**config.mk**
```make
export PLATFORM = sky130hd
export DESIGN_NAME = subtrator_serial_nbits
export DESIGN_NICKNAME = d
export VERILOG_FILES = /design/src/rtl/subtrator_serial_nbits.sv
export SDC_FILE = /design/constraint.sdc
export NUM_CORES = 1
export LEC_CHECK = 0
export BUFFER_PORTS_ARGS = -buffer_cell sky130_fd_sc_hd__buf_4
export CAP_MARGIN = 20
export CORE_UTILIZATION = 60
export DETAILED_ROUTE_END_ITERATION = 10
export PLACE_DENSITY = 0.92
export SLEW_MARGIN = 30
export SYNTH_ARGS = -nofsm -noshare
export SYNTH_HDL_FRONTEND = slang
export SYNTH_SLANG_ARGS = --single-unit
```
**constraint.sdc**
```tcl
create_clock -name clk -period 7.5 [get_ports clk]
set_input_delay 1.875 -clock clk [delete_from_list [all_inputs] [get_ports clk]]
set_output_delay 1.875 -clock clk [all_outputs]
set_load 0.05 [all_outputs]
```
**src/rtl/subtrator_serial_nbits.sv**
```systemverilog
// Digit-serial adder/subtractor: A-B-Bin or A+B+Bin over WIDTH bits, DIGIT bits per clock.
// A start in IDLE latches the operands; S and the flags update on the final CALC edge, then done pulses.
module subtrator_serial_nbits #(
    parameter int WIDTH = 8,
    parameter int DIGIT = 1
) (
    input  logic             clk,
    input  logic             rst_n,
    input  logic             start,
    input  logic             modo,
    input  logic [WIDTH-1:0] A,
    input  logic [WIDTH-1:0] B,
    input  logic             Bin,
    output logic [WIDTH-1:0] S,
    output logic             Bout,
    output logic             V,
    output logic             Z,
    output logic             busy,
    output logic             done
);

    localparam int N   = WIDTH / DIGIT;
    localparam int CW  = (N > 1) ? $clog2(N) : 1;
    localparam int MSB = WIDTH - 1;
    localparam logic [CW-1:0] LAST = CW'(N - 1);

    generate
        if (WIDTH < 2 || DIGIT < 1 || (WIDTH % DIGIT) != 0) begin : g_bad_params
            $error("subtrator_serial_nbits: WIDTH must be >= 2 and an integer multiple of DIGIT");
        end
    endgenerate

    typedef enum logic [1:0] {
        IDLE = 2'd0,
        CALC = 2'd1,
        DONE = 2'd2
    } state_t;

    state_t           state_q, state_d;
    logic [WIDTH-1:0] a_q, a_d;
    logic [WIDTH-1:0] b_q, b_d;
    logic             modo_q, modo_d;
    logic             cy_q, cy_d;
    logic [WIDTH-1:0] part_q, part_d;
    logic [CW-1:0]    cnt_q, cnt_d;
    logic [WIDTH-1:0] s_q, s_d;
    logic             bout_q, bout_d;
    logic             v_q, v_d;
    logic             z_q, z_d;
    logic             busy_q, busy_d;
    logic             done_q, done_d;

    int               lo;
    logic [DIGIT-1:0] a_dig, b_dig;
    logic [DIGIT:0]   sum, diff, res;

    always_comb begin
        state_d = state_q;
        a_d     = a_q;
        b_d     = b_q;
        modo_d  = modo_q;
        cy_d    = cy_q;
        part_d  = part_q;
        cnt_d   = cnt_q;
        s_d     = s_q;
        bout_d  = bout_q;
        v_d     = v_q;
        z_d     = z_q;

        lo    = int'(cnt_q) * DIGIT;
        a_dig = a_q[lo +: DIGIT];
        b_dig = b_q[lo +: DIGIT];
        // One extra bit: its value is the carry out (add) or the borrow out (subtract, wraps negative).
        sum   = {1'b0, a_dig} + {1'b0, b_dig} + {{DIGIT{1'b0}}, cy_q};
        diff  = {1'b0, a_dig} - {1'b0, b_dig} - {{DIGIT{1'b0}}, cy_q};
        res   = modo_q ? sum : diff;

        case (state_q)
            IDLE: begin
                if (start) begin
                    a_d     = A;
                    b_d     = B;
                    modo_d  = modo;
                    cy_d    = Bin;
                    part_d  = '0;
                    cnt_d   = '0;
                    state_d = CALC;
                end
            end
            CALC: begin
                part_d[lo +: DIGIT] = res[DIGIT-1:0];
                cy_d  = res[DIGIT];
                cnt_d = cnt_q + 1'b1;
                if (cnt_q == LAST) begin
                    s_d    = part_d;
                    bout_d = res[DIGIT];
                    v_d    = modo_q ? ((a_q[MSB] == b_q[MSB]) && (part_d[MSB] != a_q[MSB]))
                                    : ((a_q[MSB] != b_q[MSB]) && (part_d[MSB] != a_q[MSB]));
                    z_d    = (part_d == '0);
                    state_d = DONE;
                end
            end
            DONE:    state_d = IDLE;
            default: state_d = IDLE;
        endcase

        busy_d = (state_d == CALC);
        done_d = (state_d == DONE);
    end

    always_ff @(posedge clk or negedge rst_n) begin
        if (!rst_n) begin
            state_q <= IDLE;
            a_q     <= '0;
            b_q     <= '0;
            modo_q  <= 1'b0;
            cy_q    <= 1'b0;
            part_q  <= '0;
            cnt_q   <= '0;
            s_q     <= '0;
            bout_q  <= 1'b0;
            v_q     <= 1'b0;
            z_q     <= 1'b0;
            busy_q  <= 1'b0;
            done_q  <= 1'b0;
        end else begin
            state_q <= state_d;
            a_q     <= a_d;
            b_q     <= b_d;
            modo_q  <= modo_d;
            cy_q    <= cy_d;
            part_q  <= part_d;
            cnt_q   <= cnt_d;
            s_q     <= s_d;
            bout_q  <= bout_d;
            v_q     <= v_d;
            z_q     <= z_d;
            busy_q  <= busy_d;
            done_q  <= done_d;
        end
    end

    assign S    = s_q;
    assign Bout = bout_q;
    assign V    = v_q;
    assign Z    = z_q;
    assign busy = busy_q;
    assign done = done_q;

endmodule

```
Yosys cells after proc, flatten, opt, wreduce, memory -nomap -nowiden
Index checks and enable logic that the tools add are counted.

Add/sub/neg operators: 6. Divide/modulo/power cells: 0. Order comparisons: 0. Multiply operators: 0. Multiplexer cells: 12. Shift operators: 4. Equal/unequal tests: 8. Reductions and logical operators: 8. Bitwise logic cells: 0.

Operators by type and width (count): negator 3 -> 33 bit (1); variable shift 1 x 33 -> 8 bit (first input constant) (1); indexed part select 1 x 33 -> 8 bit (1); one-hot mux 8 bit (2 select lines) (1); indexed part select 8 x 4 -> 1 bit (2); bitwise mux 8 bit (1); zero test 8 bit (1); two-way mux 8 bit (1); two-way mux 2 bit (3); one-hot mux 3 bit (2 select lines) (1); AND reduction 2 bit (3); == test 2 x 1 -> 1 bit (second input constant) (2); one-hot mux 2 bit (2 select lines) (1); adder 3 x 1 -> 3 bit (second input constant) (1); == test 3 bit (second input constant) (1); two-way mux 3 bit (1); adder 1 x 1 -> 2 bit (1); adder 2 x 1 -> 2 bit (1); == test 2 bit (second input constant) (1); logical AND 1 bit (2); zero test 2 bit (1); two-way mux 1 bit (2); inequality test 1 bit (2); inequality test 2 bit (second input constant) (1); 5 further kinds (5).

Input bits: 21. Memories kept: 0. Bits in registers: 44. Bits in read-only memories: 0. Latch bits: 0. RAM bits: 0. Output and inout bits: 13.

Longest topological paths before layout
Depth in word-level cells: 9. Gate-level depth with buffers: 10.

Worst setup path after synthesis
Ideal clock, no wire load.

Path type: reg2reg. Start point: reg cnt_q[0]. End point: reg z_q (netlist: Z). Cell stages (with the launch flop): 11. Buffers on the path: 1. Required time: 7.396 ns. Period minus slack after synthesis: 3.215 ns. Library setup time: 0.104 ns. Data arrival time: 3.111 ns. Path slack: 4.285 ns. Cells stage by stage: dfrtp_1 buf_2 mux4_2 nand2_1 and2_1 inv_1 fa_1 mux2i_2 mux2i_2 or4b_1 o41ai_2.

Cells in the longest elaborated chain, start to end: 7.

Ends and longest elaborated chain: from (decl) (RTL line 45) `logic [CW-1:0] cnt_q, cnt_d;`; from (signal assigned) (RTL line 133) `cnt_q <= cnt_d;`; indexed part select 8 x 4 -> 1 bit, on equally long branches (RTL line 71, 72); subtractor 1 x 1 -> 2 bit / adder 1 x 1 -> 2 bit (equally long branches) (RTL line 75, 74); subtractor 2 x 1 -> 2 bit / adder 2 x 1 -> 2 bit (equally long branches) (RTL line 75, 74); two-way mux 2 bit (RTL line 76) `res = modo_q ? sum : diff;`; indexed part select 1 x 33 -> 8 bit (RTL line 91) `part_d[lo +: DIGIT] = res[DIGIT-1:0];`; bitwise mux 8 bit (RTL line 91); zero test 8 bit (RTL line 99) `z_d = (part_d == '0);`; to (signal assigned) (RTL line 137) `z_q <= z_d;`; to (decl) (RTL line 49) `logic z_q, z_d;`.

Parallel ways exist; a longest one is shown, timed or not. A chain may end at the register's enable or synchronous reset.

Worst setup path in the final report
Ends and elaborated chain as after synthesis.

==> impl_metrics.toml <==
[synthesis]
yosysWarnings = 0
synth_ff_type = "dfrtp_1"
yosys.cell_types.count = 46
synth_edf_count = 0
synthesis.nets = 225
syn_avg_cell_area_um2 = 11.7
synth_seq_cells = 44
syn_inst = 198
synthTopCellsByCount = "44 x dfrtp_1, 19 x mux2_2, 17 x nand2_1"
synth_top_area_cell = "dfrtp_1"
synth_area_leaders = "dfrtp_1 48%, mux2_2 9.3%, mux4_2 3.9%"
ys_seq_area_frac = 0.476
synth.most_common_cell = "dfrtp_1"
syn-cell-area_um2 = 2310
yosysTopAreaCellShare = 0.476
async_flop_share = 1.00

[setup_path]
cp-end-kind = "flip-flop"
cp_num_buf_inv = 1
critPathMaxFanout = 16
required_ns = 7.69
cp_data_arrival_time_ns = 3.73
crit_path_cell_trace = "mux4_2 > nand2_1 > and2_1 > inv_1 > fa_1 > mux2i_2 > mux2i_2 > or4b_1 > o41ai_2"
slowest_delay_ns = 0.75
crit_top_cell = "mux2i_2"
cp_top_family = "multiplexers"
startpoint_type = "flip-flop"
critical-path-slowest-cell = "dfrtp_1"
worstSetupPathType = "flip-flop to flip-flop"

[sta]
tns_ns = 0
max_slew_margin = 0.413
fin_crit_ns = 3.54
max_freq_ghz = 0.283
worst_pin_slew_ns = 0.879
finClkSkew_ns = 0.00462
finalSetupViolCount = 0
fin_crit_sh = 0.472
rsz0062_at_grt = "false"
setup_ws_ns = 3.96
hold_viol_final = 0
slew_viol_final = 0

[clock_tree]
cts_root_buf = "clkbuf_8"
cts_tree = "yes"
holdBufCountCts = 0
cts_buffers = 5
clock_path_buffers = 2
post_cts_resized = 0
htreeDepth = 2
clk_pin_slew_ns = 0.08
cts_setup_buffers = 0
clock_latency_ns = 0.30
clock-sinks = 44

[detailed_routing]
ant_nets = 0
routedWlPerCell_um = 16.4
viasPerCell = 5.99
drtIter0Drc = 122
drt-total-wl_um = 4540
drc = 0
num_vias = 1660
firstDrtPassIters = 4

[finish]
layout.nets = 255
multi_input_area_um2 = 1100
seq_area_um2 = 1100
area_growth_pct = 15.1
antennaDiodeCount = 0
drive_above_1_share = 0.341
num-fill-cells = 272

[grt]
overflow = 0
met3_usage = 0.0554
grtUsageTotal = 0.256
top_usage_layer = "met2"
grt_max_degree = 45
grt_first_pass_wirelength_um = 7800
grt_pass1_vias = 1666
antenna_found_initial = 0
met2_usage = 0.427
grt.met1_usage = 0.325

[floorplanning]
die_y_um = 64.1
rows = 22
start_util = 0.627
ioPinCount = 34
fp.coreArea_um2 = 3690
dieWidth_um = 64.1
dieArea_um2 = 4100

[placed_design]
dp_slack_ns = 3.97
portBuffers = 33
gp_congestion = 0.871
dp_hpwl_um = 3360

[job]
cap_viol_max_count = 0

[outcome]
status = "completed"

[min_path]
hp-class = "flip-flop to flip-flop"
## cells in the final DEF, fill, tap and decap left out, types with 2 or more instances in the layout
cell      instances
clkbuf_8          6
a31oi_1           6
fa_1              2
ha_1              4
mux2_2           19
dfrtp_1          44
o21ai_0          11
a41oi_1           2
a211oi_1          2
o31ai_1           2
mux4_2            4
nor2_1            9
or2_2             2
nand2_1          17
buf_4            34
mux2i_1           6
mux2i_2           2
nor2b_1           3
inv_1            12
nand2b_1          5
a22o_1            8
o211ai_1          2
nand3_1           2
a31o_2            3
## flip-flops by register name, summed over array words and instances (netlist names), 2 cells and up
register,cells
b_q,8
a_q,8
cnt_q,3
part_q,8
S,8
state_q,2
## worst register-to-register path, stage by stage (launching register included)
cell     delay, ns
dfrtp_1       0.75
mux4_2        0.60
nand2_1       0.07
and2_1        0.17
inv_1         0.07
fa_1          0.53
mux2i_2       0.15
mux2i_2       0.27
or4b_1        0.49
o41ai_2       0.34
## cells by family (layout without fill, tap and decap cells)
kind of cell / Yosys count / count (layout) / share of synthesized area
flip-flops: 44 / 44 / 0.476
AO/OA/AOI/OAI: 44 / 44 / 0.142
AND/OR/NAND/NOR: 49 / 49 / 0.123
XOR/XNOR: 1 / 1 / 0.00379
adder cells (fa/ha/maj): 6 / 6 / 0.0390
buffers and inverters: 23 / 54 / 0.0460
multiplexers: 31 / 31 / 0.169
## per-stage QoR
step,util,std cells,hold slack (ns),area [µm²]
final,0.721,277,0.483,2660
after global routing,0.721,277,0.515,2660
after CTS,0.721,277,0.491,2660
after detailed placement,0.695,269,0.473,2560
after global placement,0.695,269,0.463,2560
after floorplan,-,198,0.465,2310
## layer usage
metal,up-vias,part of all wire
met4,0,0.022
met2,66,0.50
met5,-,0
met3,9,0.063
met1,812,0.42
li1,773,-
## worst paths after layout
kind | startpoint | end | slack, ns | cells past startpoint
setup / recovery | cnt_q[0] | Z | 3.96 | 9
hold / removal | S[6] | S[6] | 0.48 | 2
setup reg to reg | cnt_q[0] | Z | 3.96 | 9
hold reg to reg | S[6] | S[6] | 0.48 | 2
max in group asynchronous | rst_n | part_q[4] | 5.59 | 1
min in group asynchronous | rst_n | S[1] | 1.55 | 1
## area by class of cell
class                      instances  share of cell area
inverter                          12              0.0169
tap                               48              0.0226
clock buffer                       7              0.0325
multi-input combinational        131               0.415
sequential                        44               0.414
clock inverter                     1             0.00282
timing repair buffer              34              0.0960
Power is not shown: default switching activity piles up to over one toggle a cycle in this logic, so the estimate is an artifact.
